===== src/rtl/filter_seq_pkg.sv =====
// Shared definitions for the filter sequencer stage interface.
// Contents: stage count and index width, the final-stage index, named stage
// constants S0..S8, monitor state encodings, and the successor-stage helper.
package filter_seq_pkg;

    localparam int unsigned NUM_STAGES = 9;
    localparam int unsigned STAGE_W    = 4;

    typedef logic [STAGE_W-1:0] stage_t;

    localparam stage_t FINAL_STAGE = stage_t'(0);
    localparam stage_t LAST_STAGE  = stage_t'(NUM_STAGES - 1);

    localparam stage_t S0 = stage_t'(0);
    localparam stage_t S1 = stage_t'(1);
    localparam stage_t S2 = stage_t'(2);
    localparam stage_t S3 = stage_t'(3);
    localparam stage_t S4 = stage_t'(4);
    localparam stage_t S5 = stage_t'(5);
    localparam stage_t S6 = stage_t'(6);
    localparam stage_t S7 = stage_t'(7);
    localparam stage_t S8 = stage_t'(8);

    typedef enum logic [1:0] {
        ST_ACQUIRE = 2'd0,
        ST_LOCKED  = 2'd1,
        ST_ERROR   = 2'd2
    } mon_state_e;

    // Stream order is 1,2,..,LAST_STAGE,0,1,..; 0 is the final stage of a pass.
    function automatic stage_t next_stage(input stage_t s);
        return (s == LAST_STAGE) ? FINAL_STAGE : stage_t'(s + stage_t'(1));
    endfunction

endpackage


===== src/rtl/filter_stage_decoder.sv =====
// Registered binary-to-one-hot stage decoder.
// Ports:
//   clk    in   clock, rising edge
//   rst    in   synchronous active-high reset
//   en     in   decode stage this cycle; otherwise output goes to zero
//   clr    in   forces output to zero (takes priority over en)
//   stage  in   binary stage index
//   onehot out  registered one-hot of stage, all-zero when not enabled
module filter_stage_decoder
    import filter_seq_pkg::*;
#(
    parameter int unsigned NUM_ST = NUM_STAGES,
    parameter int unsigned IDX_W  = STAGE_W
) (
    input  logic              clk,
    input  logic              rst,
    input  logic              en,
    input  logic              clr,
    input  logic [IDX_W-1:0]  stage,
    output logic [NUM_ST-1:0] onehot
);

    logic [NUM_ST-1:0] onehot_d;

    always_comb begin
        onehot_d = '0;
        for (int i = 0; i < NUM_ST; i++) begin
            onehot_d[i] = en && !clr && (stage == IDX_W'(i));
        end
    end

    always_ff @(posedge clk) begin
        if (rst) begin
            onehot <= '0;
        end else begin
            onehot <= onehot_d;
        end
    end

endmodule


===== src/rtl/filter_stage_monitor.sv =====
// Receive-side monitor for the filter-sequencer stage stream.
// Locks onto the cyclic stream 1..NUM_STAGES-1,0, drives one-hot per-stage filter
// enables, counts completed passes and flags sequence violations (sticky).
// Stage count and index width come from filter_seq_pkg.
// Ports:
//   clk        in   clock, rising edge
//   rst        in   synchronous active-high reset, overrides all inputs
//   stage_in   in   stage index from sequencer
//   final_in   in   final-stage flag, must be high exactly when stage_in == 0
//   err_clr    in   leaves ERROR back to ACQUIRE (ignored in other states)
//   filt_en    out  one-hot enable of the accepted stage, one cycle after sampling
//   pass_done  out  one-cycle pulse when stage 0 is accepted
//   pass_count out  completed passes since reset, wrapping
//   locked     out  high while LOCKED
//   seq_err    out  sticky violation flag
module filter_stage_monitor
    import filter_seq_pkg::*;
#(
    parameter int unsigned CNT_W = 16
) (
    input  logic                  clk,
    input  logic                  rst,
    input  logic [STAGE_W-1:0]    stage_in,
    input  logic                  final_in,
    input  logic                  err_clr,
    output logic [NUM_STAGES-1:0] filt_en,
    output logic                  pass_done,
    output logic [CNT_W-1:0]      pass_count,
    output logic                  locked,
    output logic                  seq_err
);

    mon_state_e         state_q;
    stage_t             expected_q;
    logic [CNT_W-1:0]   pass_count_q;
    logic               pass_done_q;
    logic               locked_q;
    logic               seq_err_q;

    logic legal;
    logic accept;

    always_comb begin
        legal  = (stage_in <= LAST_STAGE) && (final_in == (stage_in == FINAL_STAGE));
        accept = (state_q == ST_LOCKED) && legal && (stage_in == expected_q);
    end

    always_ff @(posedge clk) begin
        if (rst) begin
            state_q      <= ST_ACQUIRE;
            expected_q   <= S1;
            pass_count_q <= '0;
            pass_done_q  <= 1'b0;
            locked_q     <= 1'b0;
            seq_err_q    <= 1'b0;
        end else begin
            pass_done_q <= 1'b0;
            case (state_q)
                ST_ACQUIRE: begin
                    // Only a clean final-stage sample locks; anything else is ignored.
                    if (legal && stage_in == FINAL_STAGE) begin
                        state_q    <= ST_LOCKED;
                        expected_q <= S1;
                        locked_q   <= 1'b1;
                    end
                end
                ST_LOCKED: begin
                    // err_clr is deliberately ignored here so a violation always wins.
                    if (accept) begin
                        expected_q <= next_stage(stage_in);
                        if (stage_in == FINAL_STAGE) begin
                            pass_done_q  <= 1'b1;
                            pass_count_q <= pass_count_q + 1'b1;
                        end
                    end else begin
                        state_q   <= ST_ERROR;
                        locked_q  <= 1'b0;
                        seq_err_q <= 1'b1;
                    end
                end
                ST_ERROR: begin
                    if (err_clr) begin
                        state_q   <= ST_ACQUIRE;
                        seq_err_q <= 1'b0;
                    end
                end
                default: begin
                    state_q  <= ST_ACQUIRE;
                    locked_q <= 1'b0;
                end
            endcase
        end
    end

    // Enable is registered inside the decoder so it lines up with the other outputs.
    filter_stage_decoder #(
        .NUM_ST (NUM_STAGES),
        .IDX_W  (STAGE_W)
    ) u_decoder (
        .clk    (clk),
        .rst    (rst),
        .en     (accept),
        .clr    (state_q != ST_LOCKED),
        .stage  (stage_in),
        .onehot (filt_en)
    );

    assign pass_done  = pass_done_q;
    assign pass_count = pass_count_q;
    assign locked     = locked_q;
    assign seq_err    = seq_err_q;

endmodule


===== config.mk =====
export PLATFORM = sky130hd
export DESIGN_NAME = filter_stage_monitor
export DESIGN_NICKNAME = d
export VERILOG_FILES = /design/src/rtl/filter_seq_pkg.sv /design/src/rtl/filter_stage_decoder.sv /design/src/rtl/filter_stage_monitor.sv
export SDC_FILE = /design/constraint.sdc
export NUM_CORES = 1
export LEC_CHECK = 0
export BUFFER_PORTS_ARGS = -buffer_cell sky130_fd_sc_hd__buf_2
export CAP_MARGIN = 0
export CORE_AREA = 2 2 58 60
export CTS_CLUSTER_DIAMETER = 100
export CTS_CLUSTER_SIZE = 28
export DETAILED_ROUTE_END_ITERATION = 8
export DIE_AREA = 0 0 60 62
export PLACE_DENSITY = 0.74
export RECOVER_POWER = 100
export SKIP_LAST_GASP = 1
export SYNTH_ARGS = -nofsm -noshare
export SYNTH_HDL_FRONTEND = slang
export SYNTH_SLANG_ARGS = --single-unit

===== constraint.sdc =====
create_clock -name clk -period 2.3 [get_ports clk]
set_input_delay 0.115 -clock clk [delete_from_list [all_inputs] [get_ports clk]]
set_output_delay 0.115 -clock clk [all_outputs]
set_load 0.005 [all_outputs]

Word-level counts from Yosys, hierarchy flattened --
Cells that the tools add are included.
Operators by class: add/subtract/negate cells 2, multiply operators 0, div/mod/pow operators 0, order comparisons 1, equal/unequal tests 17, shift operators 0, mux-type cells 15, bitwise gates (word level) 3, reductions and logical operators 25
Operators by type and width (count):
- 16-bit by 1-bit adder with 16-bit output, second input constant | 1
- 4-bit by 3-bit equality test with 1-bit output, second input constant | 4
- 3-bit AND reduction | 5
- 1-bit logical AND | 14
- 4-bit two-way mux | 3
- 4-bit by 2-bit equality test with 1-bit output, second input constant | 2
- 4-bit one-hot mux with 2 select lines | 1
- 2-bit two-way mux | 3
- 2-bit != test, second input constant | 3
- 2-bit one-hot mux with 3 select lines | 1
- 1-bit two-way mux | 5
- 4-bit by 1-bit adder with 4-bit output, second input constant | 1
- 4-bit by 1-bit equality test with 1-bit output, second input constant | 1
- 4-bit equality test | 1
- 4-bit equality test, second input constant | 1
- 4-bit <= comparator, second input constant | 1
- 4-bit logical NOT | 1
- 2-bit by 1-bit != test with 1-bit output, second input constant | 2
- 2-bit nonzero test | 2
- 1-bit NOT | 3
- 1-bit one-hot mux with 3 select lines | 1
- 3-bit OR reduction | 1
- 2-bit by 1-bit equality test with 1-bit output, second input constant | 1
- 2-bit equality test, second input constant | 1
- 4 further kinds | 4
Word-level totals: flip-flop bits (word level) 34, bits in latches 0, memory bits (writable) 0, bits in read-only memories 0, input bits 8, output and inout bits 28, logic and storage cells 70, memories kept 0

Logic depth before layout (Yosys ltp) --
depth in word-level cells 7, depth in mapped cells 7, depth with buffers taken out 7

Hierarchy --
Synthesis repeated with hierarchy kept, for this count alone.
Unflattened totals: cells, all modules 194, area, all modules 1736.7 um^2
By module, submodules not included:
- filter_stage_monitor | instances 1, cells an instance 172, area each 1448.9 um^2, seq. area each 500.5 um^2
- filter_stage_decoder | instances 1, cells an instance 22, area each 287.8 um^2, seq. area each 180.2 um^2

Worst setup path after synthesis --
No wires, ideal clock.
path kind reg2reg, start reg state_q[1], end reg pass_count_q[1], in the netlist pass_count[1], setup time 0.128 ns, arrival time 1.574 ns, required time 2.172 ns, setup slack 0.598 ns, cell stages (with the launch flop) 7, buffers on the path 1, clock period less this slack 1.702 ns, cells stage by stage dfxtp_1 nand2b_1 nor4_4 buf_2 and2_1 mux2i_1 nor2_1
On the way: cells in the longest elaborated chain, start to end 4
RTL lines:
- from (decl) | line filter_stage_monitor.sv:33 | mon_state_e state_q;
- from (signal assigned) | line filter_stage_monitor.sv:50 | state_q <= ST_ACQUIRE;
- from (signal assigned) | line filter_stage_monitor.sv:62 | state_q <= ST_LOCKED;
- from (signal assigned) | line filter_stage_monitor.sv:76 | state_q <= ST_ERROR;
- 2-bit by 1-bit equality test with 1-bit output (*) | line filter_stage_monitor.sv:45, filter_stage_monitor.sv:58
- 1-bit logical AND (2 in series) | line filter_stage_monitor.sv:45 | accept = (state_q == ST_LOCKED) && legal && (stage_in == expected_q);
- 3-bit AND reduction (no source line) (*)
- to (signal assigned) | line filter_stage_monitor.sv:73 | pass_count_q <= pass_count_q + 1'b1;
- to (decl) | line filter_stage_monitor.sv:35 | logic [CNT_W-1:0] pass_count_q;
Every way passes the cells marked *; elsewhere a longest branch is shown, timed or not. A chain may end at the register's enable or synchronous reset.

Worst setup path in the final report --
Same ends and word-level chain as after synthesis.

==> run_results.csv <==
group,metric,value,unit
detailed_routing,avgViaCountPerCell,5.10,
yosys,synth_xor_area_share,6.74,%
clock_tree,cts_sinks,34,
clock_tree,cts_buffers,5,
final_layout,nets,222,
floorplan,dieArea,3720,sq um
detailed_routing,postRouteAntennaNets,0,
final_layout,fill_cells,325,
floorplan,die_w,60,um
final_layout,diodes,0,
setup_path,worstPathRequired,2510,ps
clock_tree,cts_buffer_depth,2,
floorplan,initial_core_util,49.0,%
final_layout,final_cells,256,
grt,grt_first_pass_wirelength,4590,um
final_layout,layout_commonest_cell,"dfxtp_1",
yosys,syn_area_per_cell,9.06,sq um
final_layout,post-route-util,56.5,%
clock_tree,cts_htree_levels,2,
yosys,synth_edf_count,0,
clock_tree,cts_setup_buffers,0,
setup_path,start_kind,"register",
floorplan,core_region_area,3180,sq um
detailed_routing,drt-initial-drc-count,38,
final_layout,layout_common_cells,"dfxtp_1, buf_2, clkbuf_1, inv_1, a21oi_1",
yosys,synth_area,1560,sq um
yosys,syn_inst,172,
timing,period_share,88.7,%
yosys,synth_top_family_by_area,"simple AND/OR/NAND/NOR gates",
status,status,"complete, no violations",
yosys,ys_warn_count,0,
detailed_routing,drt_first_pass_iters,4,
setup_path,crit_fanout,8,
detailed_routing,vias,1305,
clock_tree,hold_buffers,0,
grt,antenna_found_initial,0,
clock_tree,root_buffer,"clkbuf_4",
yosys,async_flop_share,0,%
yosys,synth_top_cell_by_area,"dfxtp_1",
power_and_ir_drop,ir_drop,307,uV
run,maxCapViolations,0,
final_layout,syn_to_final_growth,15.2,%
detailed_routing,drc_errors,0,
yosys,synthSimpleGateAreaFrac,25.9,%
place,dp_cells,248,
yosys,synth_flop_cell,"dfxtp_1",
grt,grt_pass1_vias,1052,
timing,skew,14.5,ps
floorplan,ios,36,
timing,finalHoldViolCount,0,
timing,drv_slew,0,
grt,grt-ovfl-total,0,
timing,setup_viol,0,
floorplan,dieHeight,62,um
timing,tns,0,ps
clock_tree,ctsResizeCount,0,
detailed_routing,routed_wl,2820,um
yosys,synth_mux_area_share,1.28,%
setup_path,cp-end-kind,"register",
timing,holdWs,58.4,ps
clock_tree,cts_tree,"built",
clock_tree,insertion_delay,330,ps
timing,max_slew.worst_pin.slew,521,ps
grt,grt_max_degree,27,
timing,period_minus_slack,2040,ps
final_layout,layout-drive-gt1-share,14.8,%
yosys,ys_seq_area_share,43.7,%
yosys,synth.top_cells.by_area,"dfxtp_1, a21oi_1, xor2_1, ha_1, inv_1",
yosys,synth-adder-area-share,4.01,%
grt,grt_usage,16.6,%
timing,fmax,490,MHz
power_and_ir_drop,p_leak,0.722,nW
place,dp_hpwl,2090,um
clock_tree,cts.clk_slew.worst_paths,90,ps
setup_path,cp.arrival,2250,ps
yosys,synth_top_cell_area_share,43.7,%
place,globalplace.congestion,0.761,
yosys,syn_nets,185,
floorplan,rows,21,
power_and_ir_drop,power.density,544,nW/um^2
timing,rsz0062_at_grt,"no",
yosys,synth-compound-area-share,12.7,%
place,io_buffers,35,
yosys,ys_types,38,
timing,slew_headroom,65.0,%
yosys,synth-seq-cells,34,
min_path,hp-class,"in2reg",
setup_path,criticalPathCategory,"reg2reg",
detailed_routing,wl_per_cell,11.0,um
-- synthesized netlist by cell type, types with 2 or more instances --
library cell  count
and2_1            5
a21o_1            2
o32ai_1           3
nand4_1           5
inv_1            15
xor2_1            8
ha_1              5
and3_1            4
clkbuf_1          2
nor2_1           13
o21ai_0           8
xnor2_1           4
or3_1             8
a21oi_1          14
dfxtp_1          34
buf_2             2
nand3_1           5
nand2_1           5
mux2i_1           2
nor3_1           10
-- per-stage QoR --
step | setup WS [ps] | cell area, sq um | total power, mW
floorplan | 598 | 1560 | 0.644
detailed placement | 359 | 1770 | 0.659
global route | 76.1 | 1800 | 1.03
global placement | 372 | 1770 | 0.659
finish | 259 | 1800 | 0.978
CTS | 331 | 1830 | 0.991
-- power breakdown --
group,internal [mW],leakage (nW),switching [mW],total (mW)
registers,0.589,0.274,0.000907,0.590
logic,0.0191,0.413,0.0354,0.0545
clock network,0.148,0.0353,0.185,0.333
-- path summary, 6_finish.rpt --
check	from	endpoint	slack (ps)	cells past startpoint
worst min register to register	locked	locked	490	2
worst max register to register	state_q[1]	pass_count[1]	260	6
worst min-delay path	err_clr	state_q[1]	60	4
worst max-delay path	state_q[1]	pass_count[1]	260	6
-- worst max-delay path: stages, from the launching register on --
cell	delay (ps)
dfxtp_1	360
nand2b_1	200
nor4_4	540
clkbuf_1	310
and2_0	260
mux2i_1	200
nor2_1	50
-- per-layer routing --
layer | share of wire (%) | GRT usage, % | vias up
met2 | 47 | 26.2 | 30
met5 | 0 | 0 | -
met4 | 1.7 | 6.67 | 0
met1 | 46 | 20.4 | 590
met3 | 5.0 | 6.21 | 6
li1 | - | - | 679
-- registers in the layout, summed over array words and instances (netlist names) --
register	cells
u_decoder.onehot	9
pass_count	16
expected_q	4
state_q	2
seq_err	1
pass_done	1
locked	1
-- cell families after synthesis --
logic type	Yosys count
adders and majority gates	5
DFF	34
and+or+nand+nor	66
buffers and inverters	21
AOI/OAI and AO/OA	32
muxes	2
xor gates and xnor gates	12
-- area by class of cell --
| type | instances | area [sq um] | area share (%) |
|---|---|---|---|
| clock inverter | 1 | 5.00 | 0.279 |
| clock buffer | 7 | 55.1 | 3.06 |
| timing repair buffer | 36 | 159 | 8.84 |
| tap | 46 | 57.6 | 3.20 |
| inverter | 15 | 56.3 | 3.13 |
| multi-input combinational | 117 | 783 | 43.6 |
| sequential | 34 | 681 | 37.9 |
(Power assumes the default switching activity.)
